$ cat src/rtl/life_generation_scheduler.sv
// Paces Game-of-Life generation steps against VGA frame timing and flips the
// double-buffered arena bank only on a frame boundary.
module life_generation_scheduler #(
    parameter int VSYNC_POSITIVE = 1,
    parameter int DIV_WIDTH      = 6,
    parameter int GEN_WIDTH      = 16
) (
    input  logic                 clk,
    input  logic                 reset,
    input  logic                 vsync,
    input  logic                 run_enable,
    input  logic                 single_step,
    input  logic [DIV_WIDTH-1:0] frame_period,
    input  logic                 step_done,
    output logic                 step_req,
    output logic                 display_bank,
    output logic                 write_bank,
    output logic                 swap_pulse,
    output logic [GEN_WIDTH-1:0] generation,
    output logic                 busy
);

    typedef enum logic [1:0] {
        IDLE        = 2'd0,
        WAIT_FRAMES = 2'd1,
        STEP        = 2'd2,
        SWAP_WAIT   = 2'd3
    } state_t;

    localparam logic ACTIVE_HIGH = (VSYNC_POSITIVE != 0);

    state_t               state;
    logic                 vs_act;
    logic                 vs_prev;
    logic                 frame_tick;
    logic [DIV_WIDTH-1:0] frame_count;
    logic [DIV_WIDTH-1:0] period_eff;
    logic [DIV_WIDTH:0]   count_next;

    // History resets to "active" so a vsync held active through reset is not a tick.
    assign vs_act     = ACTIVE_HIGH ? vsync : ~vsync;
    assign frame_tick = vs_act & ~vs_prev;

    assign period_eff = (frame_period == '0) ? DIV_WIDTH'(1) : frame_period;
    assign count_next = {1'b0, frame_count} + (DIV_WIDTH + 1)'(1);

    assign write_bank = ~display_bank;

    // Engine handshake: step_req rises on entry to STEP and holds until the
    // cycle after step_done is sampled; step_done is honoured only in STEP.
    always_ff @(posedge clk) begin
        if (reset) begin
            state        <= IDLE;
            step_req     <= 1'b0;
            busy         <= 1'b0;
            display_bank <= 1'b0;
            swap_pulse   <= 1'b0;
            generation   <= '0;
            frame_count  <= '0;
            vs_prev      <= 1'b1;
        end else begin
            vs_prev    <= vs_act;
            swap_pulse <= 1'b0;
            case (state)
                IDLE: begin
                    if (run_enable) begin
                        state       <= WAIT_FRAMES;
                        frame_count <= '0;
                        busy        <= 1'b1;
                    end else if (single_step) begin
                        state    <= STEP;
                        step_req <= 1'b1;
                        busy     <= 1'b1;
                    end
                end
                WAIT_FRAMES: begin
                    if (!run_enable) begin
                        state       <= IDLE;
                        frame_count <= '0;
                        busy        <= 1'b0;
                    end else if (frame_tick) begin
                        if (count_next >= {1'b0, period_eff}) begin
                            state       <= STEP;
                            step_req    <= 1'b1;
                            frame_count <= '0;
                        end else begin
                            frame_count <= count_next[DIV_WIDTH-1:0];
                        end
                    end
                end
                STEP: begin
                    if (step_done) begin
                        state    <= SWAP_WAIT;
                        step_req <= 1'b0;
                    end
                end
                SWAP_WAIT: begin
                    // The swap frame itself counts as frame 0 of the next period.
                    if (frame_tick) begin
                        display_bank <= ~display_bank;
                        generation   <= generation + GEN_WIDTH'(1);
                        swap_pulse   <= 1'b1;
                        frame_count  <= '0;
                        if (run_enable) begin
                            state <= WAIT_FRAMES;
                        end else begin
                            state <= IDLE;
                            busy  <= 1'b0;
                        end
                    end
                end
                default: begin
                    state    <= IDLE;
                    step_req <= 1'b0;
                    busy     <= 1'b0;
                end
            endcase
        end
    end

endmodule
$ cat config.mk
export PLATFORM = sky130hd
export DESIGN_NAME = life_generation_scheduler
export DESIGN_NICKNAME = d
export VERILOG_FILES = /design/src/rtl/life_generation_scheduler.sv
export SDC_FILE = /design/constraint.sdc
export NUM_CORES = 1
export LEC_CHECK = 0
export BUFFER_PORTS_ARGS = -buffer_cell sky130_fd_sc_hd__buf_2
export CAP_MARGIN = 20
export CELL_PAD_IN_SITES_DETAIL_PLACEMENT = 0
export CELL_PAD_IN_SITES_GLOBAL_PLACEMENT = 1
export CORE_AREA = 2 2 77 93
export DETAILED_ROUTE_END_ITERATION = 8
export DIE_AREA = 0 0 79 95
export GPL_TIMING_DRIVEN = 0
export PLACE_DENSITY_LB_ADDON = 0.1
export SLEW_MARGIN = 20
export SYNTH_ARGS = -nofsm -noshare
export SYNTH_HDL_FRONTEND = slang
export SYNTH_SLANG_ARGS = --single-unit
$ cat constraint.sdc
create_clock -name clk -period 2.3 [get_ports clk]
set_input_delay 0.23 -clock clk [delete_from_list [all_inputs] [get_ports clk]]
set_output_delay 0.23 -clock clk [all_outputs]
set_load 0.01 [all_outputs]
==> flow_summary.toml, run 1 <==
[power_and_ir_drop]
vdd_drop_max_uv = 219
clkPwrFrac_pct = 43.3
power_switching_uw = 279
power.share.switching_pct = 25.3
pwr-share-comb_pct = 9.6
seqPwrFrac_pct = 47.1
power_density_nw_per_um2 = 571
intPower_uw = 825
p_leak_uw = 0.000857

[final_layout]
layout.nets = 249
regArea_sq_um = 582
final_layout_size_suffix_gt1_share_pct = 22.6
area_growth_pct = 25.4
design_area_sq_um = 1930
multi_input_area_sq_um = 916
diodes = 0
fillers = 780

[setup_path]
r2r_start = "frame_count[1]"
crit_arrival_ns = 2.33
cp.required_ns = 2.48
crit_type = "reg -> reg"
r2r_cells = 9
max_stage_delay_ns = 0.38
start_kind = "register"
crit_chain = "ha_1 -> nand3_1 -> xnor2_2 -> ha_1 -> a21oi_1 -> o221a_2 -> o211ai_1 -> a21oi_1 -> a21o_1"
reg2reg_to = "frame_count[2]"
r2r_setup_slack_ns = 0.15
cp_max_fo = 6
worst_setup_path_end_kind = "register"
slowest_stage = "dfxtp_1"

[min_path]
hold_path_class = "in -> reg"
whs_endpoint = "vs_prev"
min_path_cells = 2
hold_start = "vsync"

[sta]
setup-tns-final_ns = 0
finalCriticalPeriod_ns = 2.15
slew_viol_final = 0
fin_crit_sh_pct = 93.6
tightest_slew_ns = 0.553
max_freq_ghz = 0.464
hold_viol = 0
max_slew_margin_pct = 63.2
final-setup-viol-count = 0
final.setup_skew_ns = 0.00377

[clock_tree]
postCtsSetupBuffers = 0
cts_tree = "yes"
ctsRootBufferMaster = "clkbuf_8"
cts_sinks = 29
ctsHoldBuffers = 0
cts_made_buffers = 5
max-clock-path-buffers = 2
ctsHtreeMaxLevel = 2
worstSkewPairLatency_ns = 0.28
cts.clk_slew.worst_paths_ns = 0.07

[synth]
syn-num-nets = 212
synth_top_area_share_pct = 37.7
yosys_warnings = 0
yosysMostFrequentCell = "dfxtp_1"
syn_inst = 192
synth_top_cell_by_area = "dfxtp_1"
ys.flop_type = "dfxtp_1"
synth_area_leaders = "dfxtp_1, nor2_1, xnor2_1, ha_1, nand2_1"
synth.distinct_cells = 34
ys_async_sr_fraction_pct = 0
ys_seq_area_share_pct = 37.7
synth_edf_count = 0
ys_seq_elements = 29
postSynthAreaPerCell_sq_um = 8.03
netlist_top_cells_count = "dfxtp_1, nor2_1, nand2_1"
netlist_area_sq_um = 1540

[detailed_routing]
drt_drc_violations_left = 0
post_drt_wl_per_cell_um = 11.6
via_per_inst = 4.32
num_vias = 1370
first_pass_iters = 4
drt_iter0_drc = 27
routed_wl_um = 3680
ant_nets = 0

[floorplanning]
core_sq_um = 6690
die_h_um = 95
io_pins = 33
dieWidth_um = 79
dieArea_sq_um = 7510
initial_utilization_pct = 23.0
rows = 33

[global_route]
grt-ovfl-total = 0
grt_pass1_vias = 1276
grt_max_degree = 11
antenna_found_initial = 0
grt_pass1_wl_um = 6200
grt_use_total_pct = 10.9

[placed_design]
place_area_sq_um = 1800
io_buffers = 30
post-dp-hpwl_um = 2770
globalplace.congestion = 0.709

[run_status]
outcome = "completed"

[job]
cap_violations = 0
==> area by class of cell <==
class                      count  area share [%]
buffer                         6            1.36
inverter                      13            2.52
timing repair buffer          30            7.77
sequential                    29            30.1
tap                           87            5.63
clock buffer                   7            4.98
multi-input combinational    144            47.4
clock inverter                 1           0.259
==> layer usage <==
metal	share of wire, %	global-route usage [%]
met5	0	0
met1	47	12.8
met3	4.0	3.54
met4	0.84	4.31
met2	49	18.2
==> flip-flops by register name (all words and copies together) (netlist names) <==
name          count
generation       16
frame_count       6
state             2
busy              1
display_bank      1
step_req          1
swap_pulse        1
vs_prev           1
==> layout by cell type, fill, tap and decap left out, types with 3 or more instances in the layout <==
master	netlist	final
a21o_1	3	3
a21oi_1	8	8
buf_2	0	30
clkbuf_1	5	5
clkbuf_8	0	7
dfxtp_1	29	28
ha_1	8	8
inv_1	13	13
nand2_1	24	24
nand2b_1	7	7
nand3_1	7	7
nor2_1	28	28
nor3_1	8	8
o21ai_0	7	6
xnor2_1	12	11
xor2_1	7	7
==> worst max-delay path: cells and delay by family, from the launching register on <==
kind            cells  cell delay, ns
flops               1            0.38
fa+ha+maj           2            0.51
xor+xnor            1            0.18
compound gates      5            0.83
simple gates        1            0.16
==> repair_timing <==
| item | CTS | global route |
|---|---|---|
| pin swaps | 1 | 1 |
| gates cloned | 0 | 0 |
| setup endpoints to repair | 2 | 3 |
| gates resized for setup | 2 | 6 |
==> through the flow <==
step	util (%)	setup WS, ns	total power [uW]	std cells	hold WS [ns]
finish	28.9	0.147	1100	317	0.226
global route	28.9	-0.00931	1170	317	0.224
CTS	28.6	0.0187	1120	317	0.219
detailed placement	26.9	-0.0471	634	309	0.466
global placement	26.9	-0.0731	635	309	0.467
floorplan	-	0.288	600	192	0.337
==> cells by family (layout without fill, tap and decap cells) <==
logic type / after synthesis / count (layout) / synth area share, %
DFF: 29 / 29 / 37.7
buffers and inverters: 19 / 57 / 4.87
xor gates and xnor gates: 19 / 19 / 10.8
and+or+nand+nor: 90 / 90 / 29.1
AOI/OAI and AO/OA: 27 / 27 / 11.0
adders and majority gates: 8 / 8 / 6.49
==> worst max-delay path by stage <==
stage	from	endpoint	slack [ns]	cells after the start
2_1_floorplan	frame_count[0]	state[1]	0.29	9
3_3_place_gp	frame_count[0]	state[1]	-0.07	9
3_5_place_dp	frame_count[0]	state[1]	-0.05	9
4_1_cts	frame_count[1]	state[1]	0.02	9
5_1_grt	frame_count[0]	frame_count[2]	-0.009	9
6_report	frame_count[1]	frame_count[2]	0.15	9
==> power by group through the flow <==
stage / logic, uW / clock network [uW] / registers (uW)
after floorplan: 67.5 / 0 / 532
after global placement: 104 / 0 / 531
after detailed placement: 102 / 0 / 531
after CTS: 103 / 499 / 520
after global routing: 122 / 526 / 520
final: 106 / 478 / 520
Note: power is estimated with default switching activity, not from simulation.
==> inputs of run 2 (changes only) <==
--- a/config.mk
+++ b/config.mk
@@ -14,6 +14,7 @@
 export DIE_AREA = 0 0 79 95
 export GPL_TIMING_DRIVEN = 0
 export PLACE_DENSITY_LB_ADDON = 0.1
+export RECOVER_POWER = 100
 export SLEW_MARGIN = 20
 export SYNTH_ARGS = -nofsm -noshare
 export SYNTH_HDL_FRONTEND = slang
==> run 2 against run 1 <==
Net effect:
- worst hold slack about the same
- critical path type unchanged
- die area unchanged
- combinational power about the same
- first-iteration DRC count down 11%
- clock power about the same
- sequential power about the same
- wire length up 0.76%
- non-clock buffer count unchanged
- worst setup slack unchanged
==> flow_summary.toml, run 2 (synthesized netlist as in run 1, its figures left out) <==
[setup_path]
slowest_stage = "dfxtp_1"
max_stage_delay_ns = 0.38
cp_max_fo = 6
path_buf_inv = 0
crit_type = "reg -> reg"
cpLargestDelayFamily = "compound AO/OA/AOI/OAI gates"
crit_chain = "ha_1 -> nand3_1 -> xnor2_2 -> ha_1 -> a21oi_1 -> o221a_2 -> o211ai_1 -> a21oi_1 -> a21o_1"
crit_arrival_ns = 2.33
worst_setup_path_end_kind = "register"
cp.required_ns = 2.48
start_kind = "register"

[detailed_routing]
drt_drc_violations_left = 0
ant_nets = 0
routed_wl_um = 3710
post_drt_wl_per_cell_um = 11.7
drt_iter0_drc = 24
via_per_inst = 4.29
num_vias = 1361
first_pass_iters = 4

[global_route]
grt_pass1_vias = 1276
grt_max_degree = 11
grt_use_total_pct = 10.9
grt.busiest_layer = "met2"
grt_util_met2_pct = 18.2
grt_pass1_wl_um = 6200
grt-ovfl-total = 0
gr-usage-met3_pct = 3.54
met1_usage_pct = 12.8
antenna_found_initial = 0

[clock_tree]
max-clock-path-buffers = 2
cts.clk_slew.worst_paths_ns = 0.07
cts_tree = "yes"
postCtsSetupBuffers = 0
ctsRootBufferMaster = "clkbuf_8"
cts_sinks = 29
ctsHtreeMaxLevel = 2
ctsHoldBuffers = 0
cts_made_buffers = 5
worstSkewPairLatency_ns = 0.28

[final_layout]
largest_register = "generation"
design_area_sq_um = 1900
final_layout_size_suffix_gt1_share_pct = 12.6
reg_top3 = "generation: 16 flops, frame_count: 6 flops, state: 2 flops"
fin_util_pct = 28.4
largest_reg_flops = 16
final_cell_mix = "nor2_1, dfxtp_1, clkbuf_1"
layout.nets = 249
diodes = 0
area_growth_pct = 23.1

[min_path]
hold_path_class = "in -> reg"

[placed_design]
io_buffers = 30
post-dp-hpwl_um = 2770
globalplace.congestion = 0.709
dp_slack_ns = -0.0471
place_area_sq_um = 1800

[sta]
fin_crit_sh_pct = 93.6
final.setup_skew_ns = 0.00377
slew_viol_final = 0
fin_ws_ns = 0.147
max_freq_ghz = 0.464
hold_viol = 0
max_slew_margin_pct = 62.9
final-setup-viol-count = 0
finalCriticalPeriod_ns = 2.15
tightest_slew_ns = 0.557

[floorplanning]
dieWidth_um = 79
dieArea_sq_um = 7510
initial_utilization_pct = 23.0
rows = 33
core_sq_um = 6690
die_h_um = 95
io_pins = 33

[power_and_ir_drop]
power_density_nw_per_um2 = 580
p_leak_uw = 0.000765
vdd_drop_max_uv = 219

[run_status]
outcome = "completed"

[job]
cap_violations = 0
## run 2: where the power goes
group / total (uW) / leakage, uW / internal [uW] / switching, uW
Sequential: 520 / 0.000235 / 512 / 8.69
Clock: 477 / 0.0000542 / 270 / 207
Combinational: 104 / 0.000475 / 40.4 / 63.3
Total: 1100 / 0.000765 / 822 / 279
## run 2: area by class of cell
class	count	area, sq um
Multi-Input combinational cell	144	911
Tap cell	87	109
Fill cell	792	4790
Timing Repair Buffer	30	124
Buffer	6	22.5
Sequential cell	29	582
Clock buffer	7	96.3
Inverter	13	48.8
Clock inverter	1	5.00
## run 2: worst register-to-register path: stages (launching register included)
cell,delay (ns)
dfxtp_1,0.38
ha_1,0.20
nand3_1,0.16
xnor2_2,0.18
ha_1,0.31
a21oi_1,0.06
o221a_2,0.28
o211ai_1,0.24
a21oi_1,0.08
a21o_1,0.17
## run 2: worst paths after layout
kind                  startpoint              to  slack (ns)  depth (start not counted)
hold reg to reg   frame_count[5]  frame_count[5]        0.48                          2
setup reg to reg  frame_count[1]  frame_count[2]        0.15                          9
hold / removal             vsync         vs_prev        0.23                          2
setup / recovery  frame_count[1]  frame_count[2]        0.15                          9
## run 2: metrics by stage
| stage | hold WS, ns | cells | setup TNS (ns) | power (uW) |
|---|---|---|---|---|
| 6_report | 0.225 | 317 | 0 | 1100 |
| 5_1_grt | 0.224 | 317 | -0.00931 | 1170 |
| 4_1_cts | 0.219 | 317 | 0 | 1120 |
| 3_5_place_dp | 0.466 | 309 | -0.0606 | 634 |
| 3_3_place_gp | 0.467 | 309 | -0.135 | 635 |
| 2_1_floorplan | 0.337 | 192 | 0 | 600 |
## run 2: repair_timing
| action | CTS | global route |
|---|---|---|
| gates resized for setup | 2 | 6 |
| cloned | 0 | 0 |
| pin swaps | 1 | 1 |
| setup endpoints to repair | 2 | 3 |
## run 2: metal layers
metal,vias up,wire (um)
met3,2,166
met2,28,1780
met4,0,31
met1,610,1730
met5,-,0
li1,721,-
==> inputs of run 3 (changes only) <==
--- a/config.mk
+++ b/config.mk
@@ -12,10 +12,9 @@
 export CORE_AREA = 2 2 77 93
 export DETAILED_ROUTE_END_ITERATION = 8
 export DIE_AREA = 0 0 79 95
-export GPL_TIMING_DRIVEN = 0
-export PLACE_DENSITY_LB_ADDON = 0.1
+export PLACE_DENSITY = 0.49
 export RECOVER_POWER = 100
-export SLEW_MARGIN = 20
+export SLEW_MARGIN = 15
 export SYNTH_ARGS = -nofsm -noshare
 export SYNTH_HDL_FRONTEND = slang
 export SYNTH_SLANG_ARGS = --single-unit
==> run 3 against run 2 <==
Net effect:
- largest power group unchanged
- power fell by 7.2%
- global-route usage fell by 0.23 points
- design area fell by 1.8%
- largest cell class unchanged
- critical path depth did not move
- critical endpoint is now state[1]
- first-iteration DRC count rose by 25%
- non-clock buffer count fell by 2
- wire length fell by 2.5%
- clock skew barely moved
==> flow_summary.toml, run 3 (synthesized netlist as in run 1, its figures left out) <==
[setup_path]
max_stage_delay_ns = 0.37
crit_chain = "ha_2 -> nand2b_1 -> nand2_1 -> ha_1 -> a21o_1 -> a31oi_1 -> o21ai_2 -> a221oi_2 -> nor3_1"
slowest_stage = "dfxtp_2"
cp.required_ns = 2.41
r2r_start = "frame_count[0]"
reg2reg_to = "state[1]"
r2r_setup_slack_ns = 0.24
crit_arrival_ns = 2.18
worst_setup_path_end_kind = "register"
r2r_cells = 9
start_kind = "register"
cp_max_fo = 6
path_buf_inv = 0
cpLargestDelayFamily = "compound AO/OA/AOI/OAI gates"
crit_type = "reg -> reg"

[clock_tree]
cts_sinks = 29
ctsHoldBuffers = 0
cts_made_buffers = 5
cts.clk_slew.worst_paths_ns = 0.06
postCtsSetupBuffers = 0
cts_resized = 0
ctsHtreeMaxLevel = 2
max-clock-path-buffers = 2
cts_tree = "yes"
ctsRootBufferMaster = "clkbuf_8"
worstSkewPairLatency_ns = 0.28

[sta]
slew_viol_final = 0
setup-tns-final_ns = 0
final-setup-viol-count = 0
max_freq_ghz = 0.485
rsz0062_at_grt = "no"
finalCriticalPeriod_ns = 2.06
fin_crit_sh_pct = 89.6
final.setup_skew_ns = 0.00381
hold_viol = 0
max_slew_margin_pct = 23.5
tightest_slew_ns = 1.15

[floorplanning]
io_pins = 33
rows = 33
initial_utilization_pct = 23.0
core_sq_um = 6690
die_h_um = 95
dieWidth_um = 79
dieArea_sq_um = 7510

[placed_design]
io_buffers = 32
post-dp-hpwl_um = 2750
globalplace.congestion = 0.770

[final_layout]
multi_input_area_sq_um = 900
final_cell_mix = "nor2_1, dfxtp_1, clkbuf_1"
diodes = 0
final_common_cell = "nor2_1"
final_layout_size_suffix_gt1_share_pct = 13.2
area_growth_pct = 20.9
fin_util_pct = 27.9
regArea_sq_um = 583
largest_reg_flops = 16
reg_top3 = "generation: 16 flops, frame_count: 6 flops, state: 2 flops"
layout.nets = 247
largest_register = "generation"
fillers = 786

[global_route]
grt_pass1_wl_um = 6240
grt_pass1_vias = 1330
antenna_found_initial = 0
grt_max_degree = 26
grt_use_total_pct = 10.6
grt-ovfl-total = 0

[job]
cap_violations = 0

[detailed_routing]
num_vias = 1345
routed_wl_um = 3620
drt_drc_violations_left = 0
ant_nets = 0
first_pass_iters = 4
post_drt_wl_per_cell_um = 11.5
via_per_inst = 4.27
drt_iter0_drc = 30

[power_and_ir_drop]
p_leak_uw = 0.000740
vdd_drop_max_uv = 176
power_density_nw_per_um2 = 549

[min_path]
hold_start = "vsync"
min_path_cells = 2
whs_endpoint = "vs_prev"
hold_path_class = "in -> reg"

[run_status]
outcome = "completed"
run 3: worst reg2reg max path: stages, from the launching register on:
cell and delay (ns):
dfxtp_2 0.37, ha_2 0.21, nand2b_1 0.13, nand2_1 0.07
ha_1 0.30, a21o_1 0.16, a31oi_1 0.22, o21ai_2 0.14
a221oi_2 0.25, nor3_1 0.06
run 3: area by class of cell:
class / count / share of cell area [%]
clock buffer: 6 / 3.90
clock inverter: 2 / 0.537
inverter: 13 / 2.62
multi-input combinational: 144 / 48.3
sequential: 29 / 31.3
tap: 87 / 5.84
timing repair buffer: 34 / 7.52
run 3: worst max path at each step:
stage / start / to / slack, ns / cells past startpoint
finish: frame_count[0] / state[1] / 0.24 / 9
global placement: frame_count[0] / state[1] / 0.11 / 9
detailed placement: frame_count[0] / state[0] / 0.05 / 8
global route: frame_count[0] / state[1] / 0.0007 / 9
CTS: frame_count[0] / state[0] / 0.04 / 8
floorplan: frame_count[0] / state[1] / 0.29 / 9
run 3: where the power goes:
group	leakage [uW]	internal (uW)	switching, uW
logic	0.000459	38.1	58.3
registers	0.000236	512	10.6
clock network	0.0000450	209	194
run 3: layer usage:
layer / vias to the layer above / wire [um] / GRT usage (%)
met3: 5 / 154 / 2.96
met4: 0 / 75 / 4.74
met5: - / 0 / 0
li1: 714 / - / -
met1: 594 / 1710 / 12.7
met2: 32 / 1680 / 17.7
run 3: metrics by stage:
stage | area, sq um | hold slack (ns) | setup WS, ns | instances | power (uW)
2_1_floorplan | 1540 | 0.337 | 0.288 | 192 | 600
3_3_place_gp | 1800 | 0.464 | 0.108 | 307 | 635
3_5_place_dp | 1800 | 0.474 | 0.0473 | 307 | 633
4_1_cts | 1880 | 0.216 | 0.0431 | 315 | 1050
5_1_grt | 1860 | 0.207 | 0.000688 | 315 | 1090
6_report | 1860 | 0.201 | 0.238 | 315 | 1020
